[src/rtl/neuron_sum_serializer.sv]
// Serializes one parallel word of NB accumulated neuron sums into one beat per neuron,
// saturating each sum to OW signed bits and tagging it with {last, index}.
module neuron_sum_serializer #(
   parameter int NA = 4,
   parameter int NB = 4,
   parameter int WD = 2,
   parameter int OW = 3,
   localparam int AW = $clog2(NA) + WD,
   localparam int IW = (NB > 1) ? $clog2(NB) : 1
) (
   input  logic                 iCLK,
   input  logic                 iRST,
   input  logic                 iValid_AS,
   output logic                 oReady_AS,
   input  logic [NB*AW-1:0]     iData_AS,
   output logic                 oValid_BS,
   input  logic                 iReady_BS,
   output logic [IW+OW:0]       oData_BS
);

   // Handshakes: a transfer happens on any rising edge where valid && ready are both 1;
   // a source holds valid and data stable until that edge, the sink may toggle ready freely.

   typedef enum logic {
      S_EMPTY = 1'b0,
      S_DRAIN = 1'b1
   } state_t;

   localparam logic [IW-1:0] LAST_IDX = IW'(NB - 1);

   state_t              state_q, state_d;
   logic [NB*AW-1:0]    rbuf_q, rbuf_d;
   logic [IW-1:0]       rcnt_q, rcnt_d;

   logic                last;
   logic                ready_int;
   logic                in_hs;
   logic signed [AW-1:0] cur_val;
   logic [OW-1:0]       sat_val;

   assign last    = (rcnt_q == LAST_IDX);
   assign cur_val = rbuf_q[int'(rcnt_q)*AW +: AW];

   generate
      if (OW > AW) begin : g_sext
         always_comb sat_val = {{(OW-AW){cur_val[AW-1]}}, cur_val};
      end else if (OW == AW) begin : g_pass
         always_comb sat_val = cur_val;
      end else begin : g_clamp
         localparam logic signed [AW-1:0] MAXV = AW'((1 << (OW-1)) - 1);
         localparam logic signed [AW-1:0] MINV = AW'(-(1 << (OW-1)));
         always_comb begin
            if (cur_val > MAXV)      sat_val = MAXV[OW-1:0];
            else if (cur_val < MINV) sat_val = MINV[OW-1:0];
            else                     sat_val = cur_val[OW-1:0];
         end
      end
   endgenerate

   // Ready at the last beat depends combinationally on iReady_BS so words chain without a bubble.
   assign ready_int = (state_q == S_EMPTY) || (last && iReady_BS);
   assign oReady_AS = iRST && ready_int;
   assign in_hs     = iValid_AS && oReady_AS;
   assign oValid_BS = iRST && (state_q == S_DRAIN);
   assign oData_BS  = oValid_BS ? {last, rcnt_q, sat_val} : '0;

   always_comb begin
      state_d = state_q;
      rbuf_d  = rbuf_q;
      rcnt_d  = rcnt_q;
      case (state_q)
         S_EMPTY: begin
            if (in_hs) begin
               rbuf_d  = iData_AS;
               rcnt_d  = '0;
               state_d = S_DRAIN;
            end
         end
         S_DRAIN: begin
            if (iReady_BS) begin
               if (!last) begin
                  rcnt_d = rcnt_q + IW'(1);
               end else if (in_hs) begin
                  rbuf_d = iData_AS;
                  rcnt_d = '0;
               end else begin
                  rcnt_d  = '0;
                  state_d = S_EMPTY;
               end
            end
         end
         default: state_d = S_EMPTY;
      endcase
   end

   always_ff @(posedge iCLK) begin
      if (!iRST) begin
         state_q <= S_EMPTY;
         rbuf_q  <= '0;
         rcnt_q  <= '0;
      end else begin
         state_q <= state_d;
         rbuf_q  <= rbuf_d;
         rcnt_q  <= rcnt_d;
      end
   end

endmodule

[config.mk]
export PLATFORM = sky130hd
export DESIGN_NAME = neuron_sum_serializer
export DESIGN_NICKNAME = d
export VERILOG_FILES = /design/src/rtl/neuron_sum_serializer.sv
export SDC_FILE = /design/constraint.sdc
export NUM_CORES = 1
export LEC_CHECK = 0
export BUFFER_PORTS_ARGS = -buffer_cell sky130_fd_sc_hd__buf_2
export CAP_MARGIN = 25
export CORE_MARGIN = 4
export CORE_UTILIZATION = 54
export CTS_CLUSTER_SIZE = 14
export DETAILED_ROUTE_END_ITERATION = 12
export PLACE_DENSITY = 0.82
export SYNTH_ARGS = -nofsm -noshare
export SYNTH_HDL_FRONTEND = slang
export SYNTH_SLANG_ARGS = --single-unit
export TNS_END_PERCENT = 20
[constraint.sdc]
create_clock -name iCLK -period 2.6 [get_ports iCLK]
set_input_delay 0.52 -clock iCLK [delete_from_list [all_inputs] [get_ports iCLK]]
set_output_delay 0.52 -clock iCLK [all_outputs]
set_load 0.005 [all_outputs]
### Word-level counts from Yosys, hierarchy flattened

Index checks and enable logic that the tools add are counted.

* flip-flop bits (word level): 19
* latch bits: 0
* bits in writable memories: 0
* ROM bits: 0
* input port bits: 20
* output and inout bits: 8
* logic and storage cells: 34
* memories kept: 0

* $add $sub $neg: 1
* $mul: 0
* div/mod/pow operators: 0
* $lt $le $gt $ge: 2
* equality and inequality tests: 4
* shift-type cells: 1
* multiplexer cells: 15
* bitwise operators: 1
* reduce and logical (&&, ||, !) cells: 7

Operators with widths (count)
* $mux W16: 3
* $pmux W16 S2: 1
* $shiftx A16 B5 Y4: 1
* $mux W2: 3
* $mux W3: 2
* $mux W6: 1
* $gt A4 B3 Y1 const B: 1
* $logic_and A1 B1 Y1: 4
* $lt A4 B3 Y1 const B: 1
* $ne A2 B2 Y1 const B: 2
* $pmux W2 S2: 1
* $reduce_and A2 Y1: 2
* $mux W1: 3
* $add A2 B1 Y2 const B: 1
* $eq A2 B2 Y1 const B: 1
* $ne A2 B1 Y1 const B: 1
* $pmux W1 S2: 1
* $logic_or A1 B1 Y1: 1
* $not A1 Y1: 1

### Longest topological paths before layout

Gate-level depths: netlist (run 1).

* depth after elaboration: 9
* gate-level depth with buffers: 6
* gate-level depth less buffers: 4

### Worst setup path before layout (run 1)

No wires, ideal clock.

* kind: register to output
* start: register rcnt_q[1]
* end: output port oData_BS[0]
* data arrival time: 1226 ps
* required time: 2080 ps
* slack: 854 ps
* stages on the path, launching flop included: 5
* path buffers: 1
* cell sequence: dfxtp_1 buf_6 mux4_2 nor2b_4 o21ai_1

* longest elaborated chain between the ends: 5
* elaborated cells between the ends (all ways): 6
* classes of those cells: order compare (2); shift (1); mux (3)

Ends and longest elaborated chain
* start, declared: line 33 `logic [IW-1:0] rcnt_q, rcnt_d;`
* start signal, assigned: line 104 `rcnt_q <= rcnt_d;`
* $shiftx A16 B5 Y4 *: line 42 `assign cur_val = rbuf_q[int'(rcnt_q)*AW +: AW];`
* $lt A4 B3 Y1: line 54 `else if (cur_val < MINV) sat_val = MINV[OW-1:0];`
* $mux W3: line 54
* $mux W3 *: line 53 `if (cur_val > MAXV) sat_val = MAXV[OW-1:0];`
* $mux W6 *: line 65 `assign oData_BS = oValid_BS ? {last, rcnt_q, sat_val} : '0;`
* end, declared: line 18 `output logic [IW+OW:0] oData_BS`

Mark *: on every way between the ends. The rest lies on a longest branch, timed or not.

### Worst setup path in the final report (run 1)

* start: register rcnt_q[1]
* end: output port oData_BS[1]

Same word-level chain as after synthesis.

==> results of run 1 <==
[worst max path at each step]
stage	start	slack, ps	depth (start not counted)	end
floorplan	rcnt_q[1]$_SDFFE_PN0P_	850	4	oData_BS[0]
detailed placement	rcnt_q[1]$_SDFFE_PN0P_	550	4	oData_BS[1]
CTS	rcnt_q[1]$_SDFFE_PN0P_	210	4	oData_BS[1]
global placement	rcnt_q[1]$_SDFFE_PN0P_	650	4	oData_BS[0]
global route	rcnt_q[1]$_SDFFE_PN0P_	90	4	oData_BS[1]
finish	rcnt_q[1]$_SDFFE_PN0P_	250	4	oData_BS[1]
[per-layer routing]
metal  up-vias  routed length (um)  global-route usage
met3         4                  83              0.0267
met2        17                 932               0.287
li1        376                   -                   -
met1       335                 687               0.170
met4         0                  29              0.0673
met5         -                   0                   0
[logic make-up (layout without fill, tap and decap cells)]
kind of cell / Yosys count / after routing / share of synthesized area
adder cells (fa/ha/maj): 1 / 1 / 0.0127
AO/OA/AOI/OAI: 6 / 6 / 0.0548
buffers and inverters: 22 / 48 / 0.116
AND/OR/NAND/NOR: 30 / 30 / 0.157
multiplexers: 21 / 21 / 0.273
flip-flops: 19 / 19 / 0.387
[flip-flops by register name, summed over array words and instances (netlist names)]
signal	count
rbuf_q	16
rcnt_q	2
state_q	1
[layout by cell type, fill, tap and decap left out]
| cell type | n |
|---|---|
| sky130_fd_sc_hd__buf_2 | 27 |
| sky130_fd_sc_hd__dfxtp_1 | 19 |
| sky130_fd_sc_hd__nand2_1 | 18 |
| sky130_fd_sc_hd__mux2i_1 | 17 |
| sky130_fd_sc_hd__inv_1 | 16 |
| sky130_fd_sc_hd__clkbuf_4 | 3 |
| sky130_fd_sc_hd__and3_1 | 2 |
| sky130_fd_sc_hd__mux4_2 | 2 |
| sky130_fd_sc_hd__mux4_1 | 2 |
| sky130_fd_sc_hd__nand3b_1 | 2 |
| sky130_fd_sc_hd__o21ai_1 | 2 |
| sky130_fd_sc_hd__a32oi_1 | 2 |
| sky130_fd_sc_hd__nor2b_1 | 2 |
| sky130_fd_sc_hd__and2_0 | 1 |
| sky130_fd_sc_hd__and2_2 | 1 |
| sky130_fd_sc_hd__nor2b_4 | 1 |
| sky130_fd_sc_hd__and3_2 | 1 |
| sky130_fd_sc_hd__a21boi_4 | 1 |
| sky130_fd_sc_hd__and2b_1 | 1 |
| sky130_fd_sc_hd__nor2_1 | 1 |
| sky130_fd_sc_hd__o21a_1 | 1 |
| sky130_fd_sc_hd__ha_1 | 1 |
| sky130_fd_sc_hd__clkbuf_1 | 1 |
| sky130_fd_sc_hd__buf_4 | 1 |
[per-stage QoR]
step / utilization / std cells / hold WS [ps] / setup WS, ps / cell area (um^2)
after floorplan: - / 99 / 433 / 854 / 982
after global placement: 0.638 / 146 / 443 / 645 / 1100
after detailed placement: 0.638 / 146 / 453 / 554 / 1100
after CTS: 0.654 / 150 / 431 / 206 / 1130
after global routing: 0.654 / 150 / 435 / 85.7 / 1130
final: 0.654 / 150 / 435 / 247 / 1130
[layout make-up]
type                       count  share of cell area
multi-input combinational     58               0.432
sequential                    19               0.337
timing repair buffer          28               0.126
inverter                      16              0.0532
tap                           25              0.0277
clock buffer                   4              0.0233
[power groups by stage]
stage / Clock, uW / Combinational [uW] / Sequential [uW]
floorplan: 0 / 59.7 / 326
global placement: 0 / 77.5 / 329
detailed placement: 0 / 81.3 / 331
CTS: 156 / 81.6 / 324
global route: 170 / 90.4 / 326
finish: 150 / 80.2 / 323
[critical path: stages, from the launching register on]
cell	delay [ps]
sky130_fd_sc_hd__dfxtp_1	530
sky130_fd_sc_hd__mux4_2	570
sky130_fd_sc_hd__nand3b_1	200
sky130_fd_sc_hd__o21ai_1	100
sky130_fd_sc_hd__buf_2	130
==> summary.txt, run 1 <==
Status
  • Outcome: completed

Floorplanning
  • Starting density of the core: 0.569
  • Die outline area: 2570 um^2
  • Area of the core: 1730 um^2
  • Vertical extent of the die: 50.7 um
  • Die W: 50.7 um
  • Number of primary I/O pins: 28
  • Number of placement rows: 15

Route
  • Number of DRC markers in iteration 0: 2
  • Routed wirelength normalized by instance count: 11.6 um
  • Number of nets with antenna violations after detailed routing: 0
  • Number of vias after detailed routing: 732
  • # DRC: 0
  • Via density: 4.88
  • Number of iterations in the first detailed-routing pass: 4
  • Final WL: 1730 um

Pwr
  • Leakage: 0.000641 uW
  • Power share of the sequential group: 0.584
  • Clock group share of total power: 0.271
  • Sw Ratio: 0.250
  • Maximum vdd ir drop: 0.000322 V
  • Overall power consumption: 553 uW
  • Power dissipated by switching net loads: 138 uW
  • Total power density per cell area: 490 nW/um^2
  • Combinational Power Share: 0.145
  • Internal Power: 415 uW

CTS
  • CTS Root Buffer Type: sky130_fd_sc_hd__clkbuf_4
  • CTS hold repair buffers: 0
  • Post-CTS Resized: 0
  • Clock-pin slew of the registers on the worst-case setup and hold paths: 110 ps
  • Post-CTS setup-driven buffer insertion count: 0
  • Clock tree from TritonCTS: done
  • H-tree depth: 1
  • Later-pin clock latency in the skew report: 300 ps
  • Clock Sinks: 19
  • Inserted Clock Buffers: 3
  • Maximum clock path buffer count: 2

Synthesis
  • Cells after synthesis: 99
  • Most used flip-flop cell after synthesis: sky130_fd_sc_hd__dfxtp_1
  • Most common cell in the synthesized netlist: sky130_fd_sc_hd__dfxtp_1
  • Number of storage elements in the synthesis netlist: 19
  • Dominant cell type by area after synthesis: sky130_fd_sc_hd__dfxtp_1
  • Cell area after synthesis: 982 um^2
  • Nets in the synthesized netlist: 120
  • Ranking of synthesized cells by instance count: 19 x sky130_fd_sc_hd__dfxtp_1, 18 x sky130_fd_sc_hd__nand2_1, 17 x sky130_fd_sc_hd__mux2i_1
  • Fraction of the yosys area taken by sequential cells: 0.387
  • Synthesis Warnings: 0
  • Proportion of netlist area held by the largest area contributor: 0.387
  • Number of distinct library cells after synthesis: 23
  • Share of flip-flops with an asynchronous set or reset after synthesis: 0
  • Average instance area after synthesis: 9.92 um^2
  • Dominant cells by area after synthesis: sky130_fd_sc_hd__dfxtp_1 39%, sky130_fd_sc_hd__mux2i_1 17%, sky130_fd_sc_hd__nand2_1 6.9%
  • Number of flops mapped to enable cells by yosys: 0

STA
  • Transition time at the pin with the least slew margin: 381 ps
  • Unrepaired setup endpoints after global routing: false
  • Share of the clock period used by the worst path: 0.905
  • F_max: 425 MHz
  • Final Setup Violations: 0
  • Slew margin rel.: 0.746
  • Hold violation count in the final report: 0
  • Post-route setup TNS: 0 ps
  • Fin Clk Skew: 9.30 ps
  • Final min period: 2350 ps
  • Max-slew violations: 0

Setup path
  • Crit Reg-Reg Startpoint: rcnt_q[1]$_SDFFE_PN0P_
  • Kind of end point of the critical path: primary output
  • Max FO, Critical Path: 7
  • Crit Path Class: flip-flop to primary output
  • Type of origin of the critical path: flip-flop
  • Register-to-register setup slack: 760 ps
  • WP data required: 2080 ps
  • Arrival time at the worst endpoint: 1830 ps
  • Register-to-Register Path Depth: 5
  • Endpoint of the lowest-slack register-to-register path: rbuf_q[7]$_SDFFE_PN0P_

Global routing
  • Wire length of the first global-routing pass: 3010 um
  • Number of global-route vias before repair: 714
  • Global route overflow: 0
  • Global-route usage over all layers: 0.155
  • Number of antenna violations at the first check in global routing: 0
  • Maximum number of pins on one net before global-route repair: 26

Worst hold path
  • Hold path endpoint: rbuf_q[0]$_SDFFE_PN0P_
  • HP Class: input pin to flip-flop
  • Worst hold path startpoint: iData_AS[0]
  • Cells on Worst Hold Path: 3

Placed design
  • Final HPWL DP: 1390 um
  • Placer congestion estimate: 0.706
  • Number of buffer cells added on primary ports: 27

Finish
  • Synthesis-to-layout area growth: 14.9%
  • Fraction of final layout cells sized beyond drive strength 1: 0.296
  • Area of all sequential standard cells: 380 um^2
  • Number of antenna diodes: 0
  • Layout Nets: 147
  • Combined area of the multi-input logic cells: 488 um^2
  • Fill count: 154

Run
  • Number of max-cap violations: 0
Power figures use the tool's default switching activity.
==> inputs of run 2 (changes only) <==
--- a/config.mk
+++ b/config.mk
@@ -8,10 +8,10 @@
 export BUFFER_PORTS_ARGS = -buffer_cell sky130_fd_sc_hd__buf_2
 export CAP_MARGIN = 25
 export CORE_MARGIN = 4
-export CORE_UTILIZATION = 54
+export CORE_UTILIZATION = 50
 export CTS_CLUSTER_SIZE = 14
 export DETAILED_ROUTE_END_ITERATION = 12
-export PLACE_DENSITY = 0.82
+export PLACE_DENSITY = 0.77
 export SYNTH_ARGS = -nofsm -noshare
 export SYNTH_HDL_FRONTEND = slang
 export SYNTH_SLANG_ARGS = --single-unit
==> constraint.sdc (replaced) <==
create_clock -name iCLK -period 2.4 [get_ports iCLK]
set_input_delay 0.48 -clock iCLK [delete_from_list [all_inputs] [get_ports iCLK]]
set_output_delay 0.48 -clock iCLK [all_outputs]
set_load 0.005 [all_outputs]
==> run 2 against run 1 <==
- global-route usage is 1.8 points lower
- total power grew 7.6%
- non-clock buffer count grew 1
- sequential share of layout area decreased by 0.15 points
- setup slack lost 11 ps
- combinational power is 8.4% higher
- flip-flop and latch count stayed put
- design area increased by 0.78%
- die area grew 6.7%
- largest cell class unchanged
- routed wire length shrank 4.8%
- clock-buffer cell count unchanged
- critical path depth did not move
==> summary.txt, run 2 (same netlist as run 1, synthesis figures left out) <==
CTS
  • CTS Root Buffer Type: sky130_fd_sc_hd__clkbuf_4
  • Maximum clock path buffer count: 2 (unchanged)
  • Post-CTS setup-driven buffer insertion count: 0 (unchanged)
  • Clock-pin slew of the registers on the worst-case setup and hold paths: 100 ps (about the same)
  • Clock tree from TritonCTS: done
  • Clock Sinks: 19 (unchanged)
  • Later-pin clock latency in the skew report: 290 ps (about the same)
  • H-tree depth: 1 (unchanged)
  • Inserted Clock Buffers: 3 (unchanged)

Finish
  • Max FFs per register: 16 (unchanged)
  • Synthesis-to-layout area growth: 15.8%
  • Top Registers: rbuf_q: 16 flops, rcnt_q: 2 flops, state_q: 1 flops
  • Fraction of final layout cells sized beyond drive strength 1: 0.310 (+0.0135)
  • Layout Nets: 148 (+0.68%)
  • Most frequent cells in the layout: 27 x sky130_fd_sc_hd__buf_2, 18 x sky130_fd_sc_hd__nand2_1, 18 x sky130_fd_sc_hd__dfxtp_1
  • Non-filler cells, final: 151 (+0.67%)
  • Commonest non-fill, non-tap cell in the layout: sky130_fd_sc_hd__buf_2
  • Final non-filler cell area: 1140 um^2 (+0.78%)
  • Register with the most flip-flops: rbuf_q
  • Number of antenna diodes: 0 (unchanged)

Placed design
  • Final HPWL DP: 1270 um (-8.2%)
  • Cell area reported after detailed placement: 1110 um^2 (+0.68%)
  • Number of buffer cells added on primary ports: 27 (unchanged)
  • Cell Count Post-Placement: 147 (+0.68%)
  • Placer congestion estimate: 0.762 (+7.9%)

Global routing
  • Number of global-route vias before repair: 708 (-0.84%)
  • Global-route usage over all layers: 0.136 (-0.0184)
  • Maximum number of pins on one net before global-route repair: 21 (-19%)
  • Wire length of the first global-routing pass: 2810 um (-6.6%)
  • Number of antenna violations at the first check in global routing: 0 (unchanged)
  • Global route overflow: 0 (unchanged)

Route
  • # DRC: 0 (unchanged)
  • Number of vias after detailed routing: 727 (-0.68%)
  • Number of DRC markers in iteration 0: 7 (+5)
  • Number of iterations in the first detailed-routing pass: 4 (unchanged)
  • Number of nets with antenna violations after detailed routing: 0 (unchanged)
  • Via density: 4.81 (-1.3%)
  • Final WL: 1650 um (-4.8%)
  • Routed wirelength normalized by instance count: 10.9 um (-5.5%)

STA
  • Transition time at the pin with the least slew margin: 282 ps (-99.0 ps)
  • Final min period: 2160 ps
  • Post-route setup TNS: 0 ps (unchanged)
  • Max-slew violations: 0 (unchanged)
  • F_max: 462 MHz
  • Hold violation count in the final report: 0 (unchanged)
  • Share of the clock period used by the worst path: 0.901
  • Fin Clk Skew: 4.57 ps (-4.73 ps)
  • Unrepaired setup endpoints after global routing: false
  • Slew margin rel.: 0.812 (+0.0658)
  • Worst hold slack: 406 ps (-29.2 ps)
  • Final Setup Violations: 0 (unchanged)

Floorplanning
  • Number of placement rows: 15 (unchanged)
  • Die W: 52.3 um (+3.3%)
  • Vertical extent of the die: 52.3 um (+3.3%)
  • Number of primary I/O pins: 28 (unchanged)
  • Starting density of the core: 0.545 (-0.0237)
  • Area of the core: 1800 um^2 (+4.3%)
  • Die outline area: 2740 um^2 (+6.7%)

Setup path
  • Kind of end point of the critical path: primary output
  • Register-to-register setup slack: 870 ps (+110 ps)
  • Crit path largest cell delay: 550 ps (-20 ps)
  • Crit Reg-Reg Startpoint: rcnt_q[0]$_SDFFE_PN0P_
  • Arrival time at the worst endpoint: 1680 ps (-150 ps)
  • Library cell contributing the largest single delay on the critical path: sky130_fd_sc_hd__mux4_2
  • Register-to-Register Path Depth: 5 (unchanged)
  • Crit Path Class: flip-flop to primary output
  • Max FO, Critical Path: 7 (unchanged)
  • Type of origin of the critical path: flip-flop
  • WP data required: 1920 ps (-160 ps)
  • Sequence of cells on the critical path: mux4_2 -> nand3b_1 -> o21ai_1 -> buf_2
  • Endpoint of the lowest-slack register-to-register path: rbuf_q[5]$_SDFFE_PN0P_

Run
  • Number of max-cap violations: 0 (unchanged)

Worst hold path
  • HP Class: input pin to flip-flop
  • Worst hold path startpoint: iData_AS[9]
  • Cells on Worst Hold Path: 3 (unchanged)
  • Hold path endpoint: rbuf_q[9]$_SDFFE_PN0P_

Pwr
  • Maximum vdd ir drop: 0.000333 V (+3.4%)
  • Leakage: 0.000646 uW (+0.83%)
  • Total power density per cell area: 523 nW/um^2 (+6.7%)

Status
  • Outcome: completed
-- run 2: changes by cell type in the layout (fill, tap and decap cells not counted) --
cell,before,now
sky130_fd_sc_hd__dfxtp_2,0,1
sky130_fd_sc_hd__buf_4,1,2
sky130_fd_sc_hd__dfxtp_1,19,18
-- run 2: worst max path at each step --
stage | slack (ps) | cells past startpoint | from | to
floorplan | 690 | 4 | rcnt_q[1]$_SDFFE_PN0P_ | oData_BS[0]
global placement | 520 | 4 | rcnt_q[1]$_SDFFE_PN0P_ | oData_BS[1]
detailed placement | 430 | 4 | rcnt_q[1]$_SDFFE_PN0P_ | oData_BS[1]
CTS | 90 | 4 | rcnt_q[1]$_SDFFE_PN0P_ | oData_BS[1]
global route | 120 | 4 | rcnt_q[1]$_SDFFE_PN0P_ | oData_BS[0]
finish | 240 | 4 | rcnt_q[1]$_SDFFE_PN0P_ | oData_BS[1]
-- run 2: repair_timing --
item	4_1_cts	5_1_grt
gates resized for setup	0	1
hold buffers	0	0
endpoints found under the setup margin	0	2
-- run 2: per-stage QoR --
stage	power, uW	utilization	setup WS [ps]
finish	595	0.631	236
global route	624	0.631	122
CTS	604	0.631	88.6
detailed placement	446	0.616	430
global placement	443	0.616	515
floorplan	418	-	694
-- run 2: layer usage --
layer / up-vias / wire [um] / track usage / share of wire
met5: - / 0 / 0 / 0
met4: 0 / 23 / 0.0766 / 0.014
met3: 2 / 120 / 0.0256 / 0.073
met2: 22 / 730 / 0.227 / 0.44
met1: 323 / 775 / 0.162 / 0.47
li1: 380 / - / - / -
-- run 2: cell type report --
cell class / count / area, um^2
multi-input combinational: 58 / 488
sequential: 19 / 382
inverter: 16 / 60.1
tap: 25 / 31.3
timing repair buffer: 29 / 150
fill: 175 / 664
clock buffer: 4 / 26.3
-- run 2: critical path: cells and delay by family (launching register included) --
kind | cells | cell delay, ps
multiplexers | 1 | 550
flip-flops | 1 | 440
AND/OR/NAND/NOR | 1 | 190
buffers and inverters | 1 | 130
AO/OA/AOI/OAI | 1 | 90
-- run 2: power by group --
part	total, uW	internal [uW]	switching, uW
registers	351	337	14.2
clock network	157	64.7	92.7
logic	86.9	49.4	37.5
